[config.mk]
export PLATFORM = sky130hd
export DESIGN_NAME = vga_text_writer_flat
export DESIGN_NICKNAME = d
export VERILOG_FILES = /design/src/rtl/vga_text_writer_if.sv /design/src/rtl/vga_text_writer.sv /design/src/flat_wrapper.sv
export SDC_FILE = /design/constraint.sdc
export NUM_CORES = 1
export LEC_CHECK = 0
export CAP_MARGIN = 20
export CELL_PAD_IN_SITES_DETAIL_PLACEMENT = 1
export CELL_PAD_IN_SITES_GLOBAL_PLACEMENT = 2
export CORE_MARGIN = 2
export CORE_UTILIZATION = 30
export DETAILED_ROUTE_END_ITERATION = 6
export GPL_TIMING_DRIVEN = 0
export PLACE_DENSITY_LB_ADDON = 0.1
export SLEW_MARGIN = 10
export SYNTH_ARGS = -nofsm -noshare
export SYNTH_HDL_FRONTEND = slang
export SYNTH_SLANG_ARGS = --single-unit
[constraint.sdc]
create_clock -name clk_50M -period 4.17 [get_ports clk_50M]
set_clock_uncertainty 0.2 [all_clocks]
set_input_delay 0.417 -clock clk_50M [delete_from_list [all_inputs] [get_ports clk_50M]]
set_output_delay 0.417 -clock clk_50M [all_outputs]
set_load 0.01 [all_outputs]
[src/rtl/vga_text_writer_if.sv]
`default_nettype none
// ============================================================================
// Module      : vga_text_writer_if
// Description : Character-in / glyph-write-out bundle between the CPU side,
//               the text writer and the vga_controller block RAM port.
// Revision    : 1.0 - initial release
// ============================================================================
interface vga_text_writer_if;
  logic        in_valid;
  logic [7:0]  in_char;
  logic        in_ready;
  logic        write_op;
  logic [31:0] bus_addr;
  logic [31:0] bus_data;
  logic [6:0]  cursor_col;
  logic [5:0]  cursor_row;
  logic        busy;

  // CPU / stimulus side
  modport master (
    output in_valid, in_char,
    input  in_ready, write_op, bus_addr, bus_data, cursor_col, cursor_row, busy
  );

  // Text writer side
  modport slave (
    input  in_valid, in_char,
    output in_ready, write_op, bus_addr, bus_data, cursor_col, cursor_row, busy
  );
endinterface
`default_nettype wire

[src/rtl/vga_text_writer.sv]
`default_nettype none
// ============================================================================
// Module      : vga_text_writer
// Description : Turns a putchar byte stream into block-addressed glyph writes
//               for vga_controller. Tracks a text cursor, handles CR/LF/BS/FF
//               and line wrap, clears the screen after reset and clears each
//               new row before it is used.
// Revision    : 1.0 - initial release
// ============================================================================
module vga_text_writer #(
  parameter int         COLS  = 100,
  parameter int         ROWS  = 37,
  parameter logic [7:0] SPACE = 8'h20
) (
  input  wire logic         clk_50M,
  input  wire logic         rst,
  vga_text_writer_if.slave  bus
);

  typedef enum logic [1:0] {
    IDLE      = 2'd0,
    CLEAR_ALL = 2'd1,
    CLEAR_ROW = 2'd2
  } state_t;

  localparam logic [12:0] TOTAL    = 13'(ROWS * COLS);
  localparam logic [12:0] COLS_W   = 13'(COLS);
  localparam logic [6:0]  LAST_COL = 7'(COLS - 1);
  localparam logic [5:0]  LAST_ROW = 6'(ROWS - 1);

  localparam logic [7:0] CH_BS = 8'h08;
  localparam logic [7:0] CH_LF = 8'h0A;
  localparam logic [7:0] CH_FF = 8'h0C;
  localparam logic [7:0] CH_CR = 8'h0D;

  state_t      state_q;
  logic [12:0] clr_addr_q;   // next address the running clear will write
  logic [12:0] clr_end_q;    // one past the last address of the running clear
  logic [6:0]  col_q;
  logic [5:0]  row_q;
  logic        wr_q;
  logic [12:0] addr_q;
  logic [7:0]  data_q;

  logic [5:0]  w_next_row;
  logic [12:0] w_row_base;
  logic [12:0] w_next_base;
  logic [12:0] w_cur_addr;
  logic [12:0] w_bs_addr;
  logic        w_printable;

  // Address arithmetic for the current cursor and the row a newline lands on
  always_comb begin
    w_next_row  = (row_q == LAST_ROW) ? 6'd0 : row_q + 6'd1;
    w_row_base  = 13'(row_q) * COLS_W;
    w_next_base = 13'(w_next_row) * COLS_W;
    w_cur_addr  = w_row_base + 13'(col_q);
    w_bs_addr   = w_row_base + 13'(col_q - 7'd1);
    w_printable = (bus.in_char >= 8'h20) && (bus.in_char <= 8'h7E);
  end

  // Cursor / clear FSM with registered glyph-write outputs
  always_ff @(posedge clk_50M or posedge rst) begin
    if (rst) begin
      state_q    <= CLEAR_ALL;
      clr_addr_q <= 13'd0;
      clr_end_q  <= TOTAL;
      col_q      <= 7'd0;
      row_q      <= 6'd0;
      wr_q       <= 1'b0;
      addr_q     <= 13'd0;
      data_q     <= 8'd0;
    end else begin
      wr_q <= 1'b0;
      case (state_q)
        IDLE: begin
          if (bus.in_valid) begin
            if (w_printable) begin
              wr_q   <= 1'b1;
              addr_q <= w_cur_addr;
              data_q <= bus.in_char;
              if (col_q < LAST_COL) begin
                col_q <= col_q + 7'd1;
              end else begin
                // Wrap: glyph goes out next cycle, row clear right behind it
                col_q      <= 7'd0;
                row_q      <= w_next_row;
                clr_addr_q <= w_next_base;
                clr_end_q  <= w_next_base + COLS_W;
                state_q    <= CLEAR_ROW;
              end
            end else if (bus.in_char == CH_LF) begin
              col_q      <= 7'd0;
              row_q      <= w_next_row;
              clr_addr_q <= w_next_base;
              clr_end_q  <= w_next_base + COLS_W;
              state_q    <= CLEAR_ROW;
            end else if (bus.in_char == CH_CR) begin
              col_q <= 7'd0;
            end else if (bus.in_char == CH_BS) begin
              if (col_q != 7'd0) begin
                col_q  <= col_q - 7'd1;
                wr_q   <= 1'b1;
                addr_q <= w_bs_addr;
                data_q <= SPACE;
              end
            end else if (bus.in_char == CH_FF) begin
              col_q      <= 7'd0;
              row_q      <= 6'd0;
              clr_addr_q <= 13'd0;
              clr_end_q  <= TOTAL;
              state_q    <= CLEAR_ALL;
            end
          end
        end
        CLEAR_ALL, CLEAR_ROW: begin
          if (clr_addr_q == clr_end_q) begin
            state_q <= IDLE;
          end else begin
            wr_q       <= 1'b1;
            addr_q     <= clr_addr_q;
            data_q     <= SPACE;
            clr_addr_q <= clr_addr_q + 13'd1;
          end
        end
        default: state_q <= CLEAR_ALL;
      endcase
    end
  end

  assign bus.write_op   = wr_q;
  assign bus.bus_addr   = {19'd0, addr_q};
  assign bus.bus_data   = {24'd0, data_q};
  assign bus.cursor_col = col_q;
  assign bus.cursor_row = row_q;
  assign bus.in_ready   = (state_q == IDLE);
  assign bus.busy       = (state_q != IDLE);

endmodule
`default_nettype wire
[src/flat_wrapper.sv]
// flat-port wrapper written by rule: the top's interface ports become plain ports
module vga_text_writer_flat 
#(
  parameter int         COLS  = 100,
  parameter int         ROWS  = 37,
  parameter logic [7:0] SPACE = 8'h20
)
  (clk_50M, rst, bus_in_valid, bus_in_char, bus_in_ready, bus_write_op, bus_bus_addr, bus_bus_data, bus_cursor_col, bus_cursor_row, bus_busy);
  vga_text_writer_if bus_i ();
  input  wire logic clk_50M;
  input  wire logic rst;
  input wire logic [$bits(bus_i.in_valid)-1:0] bus_in_valid;
  input wire logic [$bits(bus_i.in_char)-1:0] bus_in_char;
  output wire logic [$bits(bus_i.in_ready)-1:0] bus_in_ready;
  output wire logic [$bits(bus_i.write_op)-1:0] bus_write_op;
  output wire logic [$bits(bus_i.bus_addr)-1:0] bus_bus_addr;
  output wire logic [$bits(bus_i.bus_data)-1:0] bus_bus_data;
  output wire logic [$bits(bus_i.cursor_col)-1:0] bus_cursor_col;
  output wire logic [$bits(bus_i.cursor_row)-1:0] bus_cursor_row;
  output wire logic [$bits(bus_i.busy)-1:0] bus_busy;
  assign bus_i.in_valid = bus_in_valid;
  assign bus_i.in_char = bus_in_char;
  assign bus_in_ready = bus_i.in_ready;
  assign bus_write_op = bus_i.write_op;
  assign bus_bus_addr = bus_i.bus_addr;
  assign bus_bus_data = bus_i.bus_data;
  assign bus_cursor_col = bus_i.cursor_col;
  assign bus_cursor_row = bus_i.cursor_row;
  assign bus_busy = bus_i.busy;
  vga_text_writer #(.COLS(COLS), .ROWS(ROWS), .SPACE(SPACE)) u_core (.clk_50M(clk_50M), .rst(rst), .bus(bus_i));
endmodule
Yosys cells after proc, flatten, opt, wreduce, memory -nomap -nowiden
Cells that the tools add are included.
{"block": "word_totals", "register_bits": 63, "out_inout_bits": 80, "wordCells": 119}
{"block": "classes", "n_addsub": 8, "mux": 62, "multipliers": 2, "n_eq_ne": 23, "order_cmp": 3, "reduce_logical": 13}
{"cell": "$mux W13", "n": 21}
{"cell": "$mux W8", "n": 7}
{"cell": "$pmux W13 S2", "n": 2}
{"cell": "$mux W7", "n": 7}
{"cell": "$mux W6", "n": 7}
{"cell": "$eq A8 B4 Y1 const B", "n": 4}
{"cell": "$mul A6 B5 Y11 const B", "n": 2}
{"cell": "$mux W2", "n": 8}
{"cell": "$pmux W8 S2", "n": 1}
{"cell": "$reduce_and A7 Y1", "n": 2}
{"cell": "$add A13 B1 Y13 const B", "n": 1}
{"cell": "$add A13 B13 Y13", "n": 1}
{"cell": "$add A13 B7 Y13", "n": 1}
{"cell": "$add A13 B7 Y13 const B", "n": 1}
{"cell": "$eq A13 B13 Y1", "n": 1}
{"cell": "$ne A3 B1 Y1 const B", "n": 4}
{"cell": "$reduce_and A6 Y1", "n": 2}
{"cell": "$ge A8 B6 Y1 const B", "n": 1}
{"cell": "$le A8 B7 Y1 const B", "n": 1}
{"cell": "$ne A4 B2 Y1 const B", "n": 2}
{"cell": "$sub A7 B1 Y8 const B", "n": 1}
{"cell": "$add A7 B1 Y7 const B", "n": 1}
{"cell": "$lt A7 B7 Y1 const B", "n": 1}
{"cell": "$mux W1", "n": 7}
{"cell": "other kinds (21)", "n": 25}

Depth between registers and ports, before layout
{"block": "depth", "word_depth": 9, "mapped_depth": 16, "depth_no_buf": 15}

Worst setup path before layout
Ideal clock, no wire load.
{"block": "synth_timing", "path_type": "reg-to-reg", "start": "reg u_core.row_q[1], in the netlist u_core.bus.cursor_row[1]", "end": "reg u_core.clr_end_q[12]", "setup_slack_ps": 141, "path_stages_with_launch": 15, "required_time_ps": 3848, "arrival_ps": 3707, "cell_sequence": "dfrtp_1 -> ha_1 -> and2_1 -> xnor2_1 -> xnor2_1 -> nor2_1 -> ha_1 -> ha_1 -> ha_1 -> nor2b_1 -> o31a_1 -> o21a_1 -> or3_1 -> a22o_1 -> a32o_1"}
{"block": "synth_via", "elab_chain_len": 6, "word_cells_on_any_way": 8, "classes_between": "2 x add/sub; 1 x mul; 1 x eq/ne; 4 x mux"}
{"element": "start: declaration", "line": "vga_text_writer.sv:40", "text": "logic [5:0] row_q;"}
{"element": "start signal: assignment", "line": "vga_text_writer.sv:87", "text": "row_q <= w_next_row;"}
{"element": "start signal: assignment", "line": "vga_text_writer.sv:94", "text": "row_q <= w_next_row;"}
{"element": "$add A6 B1 Y6 / $eq A6 B6 Y1 (equally long branches)", "line": "vga_text_writer.sv:54", "text": "w_next_row = (row_q == LAST_ROW) ? 6'd0 : row_q + 6'd1;"}
{"element": "$mux W6 *", "line": "vga_text_writer.sv:54"}
{"element": "$mul A6 B5 Y11 *", "line": "vga_text_writer.sv:56", "text": "w_next_base = 13'(w_next_row) * COLS_W;"}
{"element": "$add A13 B7 Y13 *", "line": "vga_text_writer.sv:89, vga_text_writer.sv:96"}
{"element": "$mux W13, on equally long branches", "line": "vga_text_writer.sv:92, vga_text_writer.sv:82"}
{"element": "$mux W13 *", "line": "vga_text_writer.sv:78", "text": "if (w_printable) begin"}
{"element": "end signal: assignment", "line": "vga_text_writer.sv:89", "text": "clr_end_q <= w_next_base + COLS_W;"}
{"element": "end signal: assignment", "line": "vga_text_writer.sv:96", "text": "clr_end_q <= w_next_base + COLS_W;"}
{"element": "end: declaration", "line": "vga_text_writer.sv:38", "text": "logic [12:0] clr_end_q;"}
Every way passes the cells marked *; elsewhere a longest branch is shown, timed or not. The select of a mux whose other input is x is not followed.
A chain may end at the register's enable or synchronous reset.

Worst setup path after layout
{"block": "layout_timing", "start": "reg u_core.row_q[0], in the netlist u_core.bus.cursor_row[0]", "end": "reg u_core.clr_end_q[12]"}
Same word-level chain as after synthesis.

==> Implementation_results.wiki <==
{| class="wikitable"
! Metric !! Value
|-
| Peak-usage layer in the global routing report || met2
|-
| Cell count after placement || 973
|-
| Post-DP HPWL || 14200 µm
|-
| Synthesized area per cell || 8.74 µm²
|-
| Clock H-tree levels || 3
|-
| Unrepaired setup endpoints after global routing || true
|-
| Clock sink count || 61
|-
| Critical path startpoint category || register
|-
| Worst skew pair latency || 0.34 ns
|-
| Die Footprint || 20000 µm²
|-
| TritonCTS clock tree || yes
|-
| Starting Density || 30.4%
|-
| Post-detailed-routing wire length || 18700 µm
|-
| Least-Margin Pin Slew || 0.783 ns
|-
| R2r worst-path depth || 15
|-
| Met3 GRT Util || 1.69%
|-
| Count of final setup violators || 0
|-
| Initial antenna violation count || 0
|-
| Count of flip-flops with a built-in enable after synthesis || 0
|-
| Number of flip-flops and latches in the synthesized netlist || 61
|-
| Biggest area contributors in the synthesized netlist || dfrtp_1 (23%), ha_1 (13%), xnor2_1 (6.0%)
|-
| Crit Path Category || register to register
|-
| Number of pins exceeding their max-slew limit in the final report || 0
|-
| TNS Setup || 0 ns
|-
| Leakage dissipation || 0.00341 µW
|-
| Worst setup EP type || register
|-
| GRT Total Usage || 18.9%
|-
| Total of warnings raised by yosys || 0
|-
| Buffer depth of the longest clock path || 2
|-
| Final weighted congestion in routability-driven placement || 0.808
|-
| Number of nets at the end of the flow || 842
|-
| Number of maximum-capacitance constraint violations || 0
|-
| Number of distinct standard cells referenced by the synthesized netlist || 76
|-
| Syn-to-layout area delta || 28.9%
|-
| Number of buffers created by CTS || 9
|-
| Outcome || finished clean
|-
| Pwr Density || 209 nW/µm²
|-
| Core region area || 18600 µm²
|-
| Peak fanout along the critical path || 10
|-
| Clock transition at the register clock pins on the worst setup and hold paths after CTS || 0.05 ns
|-
| Site row count || 50
|-
| Min Clock Period, post-route || 4.02 ns
|-
| Path type of the worst min-delay path || primary input to async pin
|-
| Cell type with the largest total area after synthesis || dfrtp_1
|-
| Antenna diode count || 0
|-
| Max VDD drop || 0.000150 V
|-
| Worst setup path startpoint || u_core.bus.cursor_row[0]
|-
| Antenna-violating nets left || 0
|-
| Peak clock frequency supported by timing || 249 MHz
|-
| First-pass iteration count of the detailed router || 4
|-
| Sequential fraction of the synthesis area || 27.1%
|-
| Number of standard cells in the layout, taps in and fillers out || 1007
|-
| Count of hold buffers inserted by post-cts repair || 0
|-
| Maximum number of pins on one net before global-route repair || 41
|-
| Layout fillers || 2195
|-
| Worst EP required || 4.20 ns
|-
| Final core utilization || 39.2%
|-
| Y dimension of the die || 141 µm
|-
| Met1 layer usage reported by global route || 26.4%
|-
| Width of the chip || 141 µm
|-
| Number of global-route vias before repair || 5277
|-
| Average via count per standard cell || 5.13
|-
| GRT met2 Usage || 30.8%
|-
| Share of post-route cells with drive strength above 1 || 22.0%
|-
| Seq. cell area || 1540 µm²
|-
| Top-Level Pins || 91
|-
| DRC violation count after routing || 0
|-
| Syn Std Cell Area || 5670 µm²
|-
| Launch point of the worst reg-to-reg path || u_core.bus.cursor_row[0]
|-
| Fraction of post-synthesis cell area in the top cell type by area || 23.4%
|-
| Post-DR wirelength/cell || 18.6 µm
|-
| Detailed-route via count || 5168
|-
| Number of buffers added on ports || 47
|-
| Number of failing hold endpoints at the final stage || 0
|-
| Area taken by multi-input logic gates || 3890 µm²
|-
| Fraction of the cycle the final worst path needs || 96.5%
|-
| Data arrival, critical path || 4.05 ns
|-
| Most frequently used flop master after synthesis || dfrtp_1
|-
| Count of routing violations after the opening detailed-route iteration || 233
|-
| Synthesized instance count || 649
|-
| Wire length of the first global-routing pass || 29500 µm
|-
| Headroom to the max-slew limit || 47.2%
|-
| Worst hold margin || 0.192 ns
|-
| Aggregate global routing overflow || 0
|-
| Root Driver || clkbuf_16
|-
| Async set-reset flop share out of synthesis || 100%
|}
## what timing repair did
item	in CTS	in global routing
setup endpoints to repair	11	7
hold endpoints to repair	0	0
buffers inserted	11	7
pin swaps	3	6
resized for setup	25	31
## per-stage QoR
step | area [µm²] | power, µW | setup slack [ns]
after floorplan | 5830 | 698 | 0.141
after global placement | 6590 | 733 | -0.690
after detailed placement | 6620 | 739 | -0.761
after CTS | 7090 | 1540 | 0.0212
after global routing | 7310 | 1590 | -0.0148
final | 7310 | 1530 | 0.147
## area by class of cell
class	count	share of cell area (%)
plain buffers	71	6.78
clock buffers	12	3.65
clock inverters	4	0.616
inverters	33	1.76
multi-input cells	526	53.3
flip-flops and latches	61	21.1
well taps	234	4.01
repair buffers	66	8.80
## worst max-delay path: stages, from the launching register on
cell     delay (ns)
dfrtp_2        0.43
buf_4          0.19
inv_4          0.09
ha_4           0.15
and3_4         0.21
buf_6          0.15
nor2_1         0.07
ha_1           0.30
ha_1           0.34
ha_4           0.27
nor2b_1        0.15
o31a_1         0.27
o21a_1         0.20
or3_4          0.39
a22o_1         0.24
a32o_1         0.24
## kinds of logic after synthesis
logic type	count (synthesis)	synth area share [%]
AND/OR/NAND/NOR	181	16.3
other	1	0.0661
buffers and inverters	104	10.6
flip-flops	61	27.1
XOR/XNOR	52	8.27
multiplexers	13	2.69
adder cells (fa/ha/maj)	63	14.3
AO/OA/AOI/OAI	174	20.6
## path summary, 6_finish.rpt
path	end	slack, ns
setup / recovery	u_core.clr_end_q[12]	0.15
hold / removal	u_core.clr_addr_q[10]	0.19
setup reg to reg	u_core.clr_end_q[12]	0.15
hold reg to reg	u_core.data_q[7]	0.29
max in group asynchronous	u_core.clr_end_q[2]	3.01
min in group clk_50M	u_core.data_q[0]	0.23
## Yosys cell counts (4+ instances only)
library cell   n
ha_1          60
o22ai_1        6
nor2_1        40
a21o_1         8
buf_2         12
nand2_1       53
inv_1         32
or3_1          4
nor2b_1        4
o31ai_1        6
o21a_1         4
buf_4         44
a21oi_1       30
nand3_1       15
o21ai_0       50
nand4_1        8
dfstp_2        8
mux2_2        10
and4_1         4
a31oi_1       12
and3_1        14
xor2_1        12
and2_1         6
a22o_1         7
nor3_1        11
o211ai_1       4
buf_6          4
dfrtp_1       53
xnor2_1       39
clkbuf_1       9
## placed cells by master (no fill, tap or decap), types with 4 or more instances in the layout
master,count
a21o_1,8
a21oi_1,28
a21oi_2,4
a22o_1,7
a31oi_1,12
and2_1,6
and3_1,13
and4_1,4
buf_2,9
buf_4,64
buf_6,6
clkbuf_1,9
clkbuf_16,9
clkdlybuf4s50_1,43
conb_1,43
dfrtp_1,47
dfrtp_2,6
dfstp_2,8
dlymetal6s2s_1,4
ha_1,53
ha_4,5
inv_1,29
mux2_2,10
nand2_1,51
nand3_1,14
nand4_1,8
nor2_1,37
nor2b_1,4
nor3_1,10
o211ai_1,4
o21a_1,4
o21ai_0,48
o21ai_1,4
o22ai_1,5
o31ai_1,6
xnor2_1,36
xor2_1,10
## state kept, by name, indices dropped and copies added, names as in the netlist
signal	cells
u_core.addr_q	13
u_core.clr_addr_q	13
u_core.clr_end_q	11
u_core.data_q	8
u_core.bus.cursor_col	7
u_core.bus.cursor_row	6
u_core.state_q	2
u_core.bus.write_op	1
## report_power, final
part           leakage, µW  switching (µW)  total, µW  internal, µW
clock network     0.000158             288        796           508
logic              0.00249            82.9        143          59.7
registers         0.000759               0        593           593
## routing by layer
| metal | share of wire (%) | routed length [µm] |
|---|---|---|
| met5 | 0 | 0 |
| met2 | 47 | 8840 |
| met3 | 3.2 | 606 |
| met4 | 1.3 | 240 |
| met1 | 48 | 9040 |
Power figures use the tool's default switching activity.
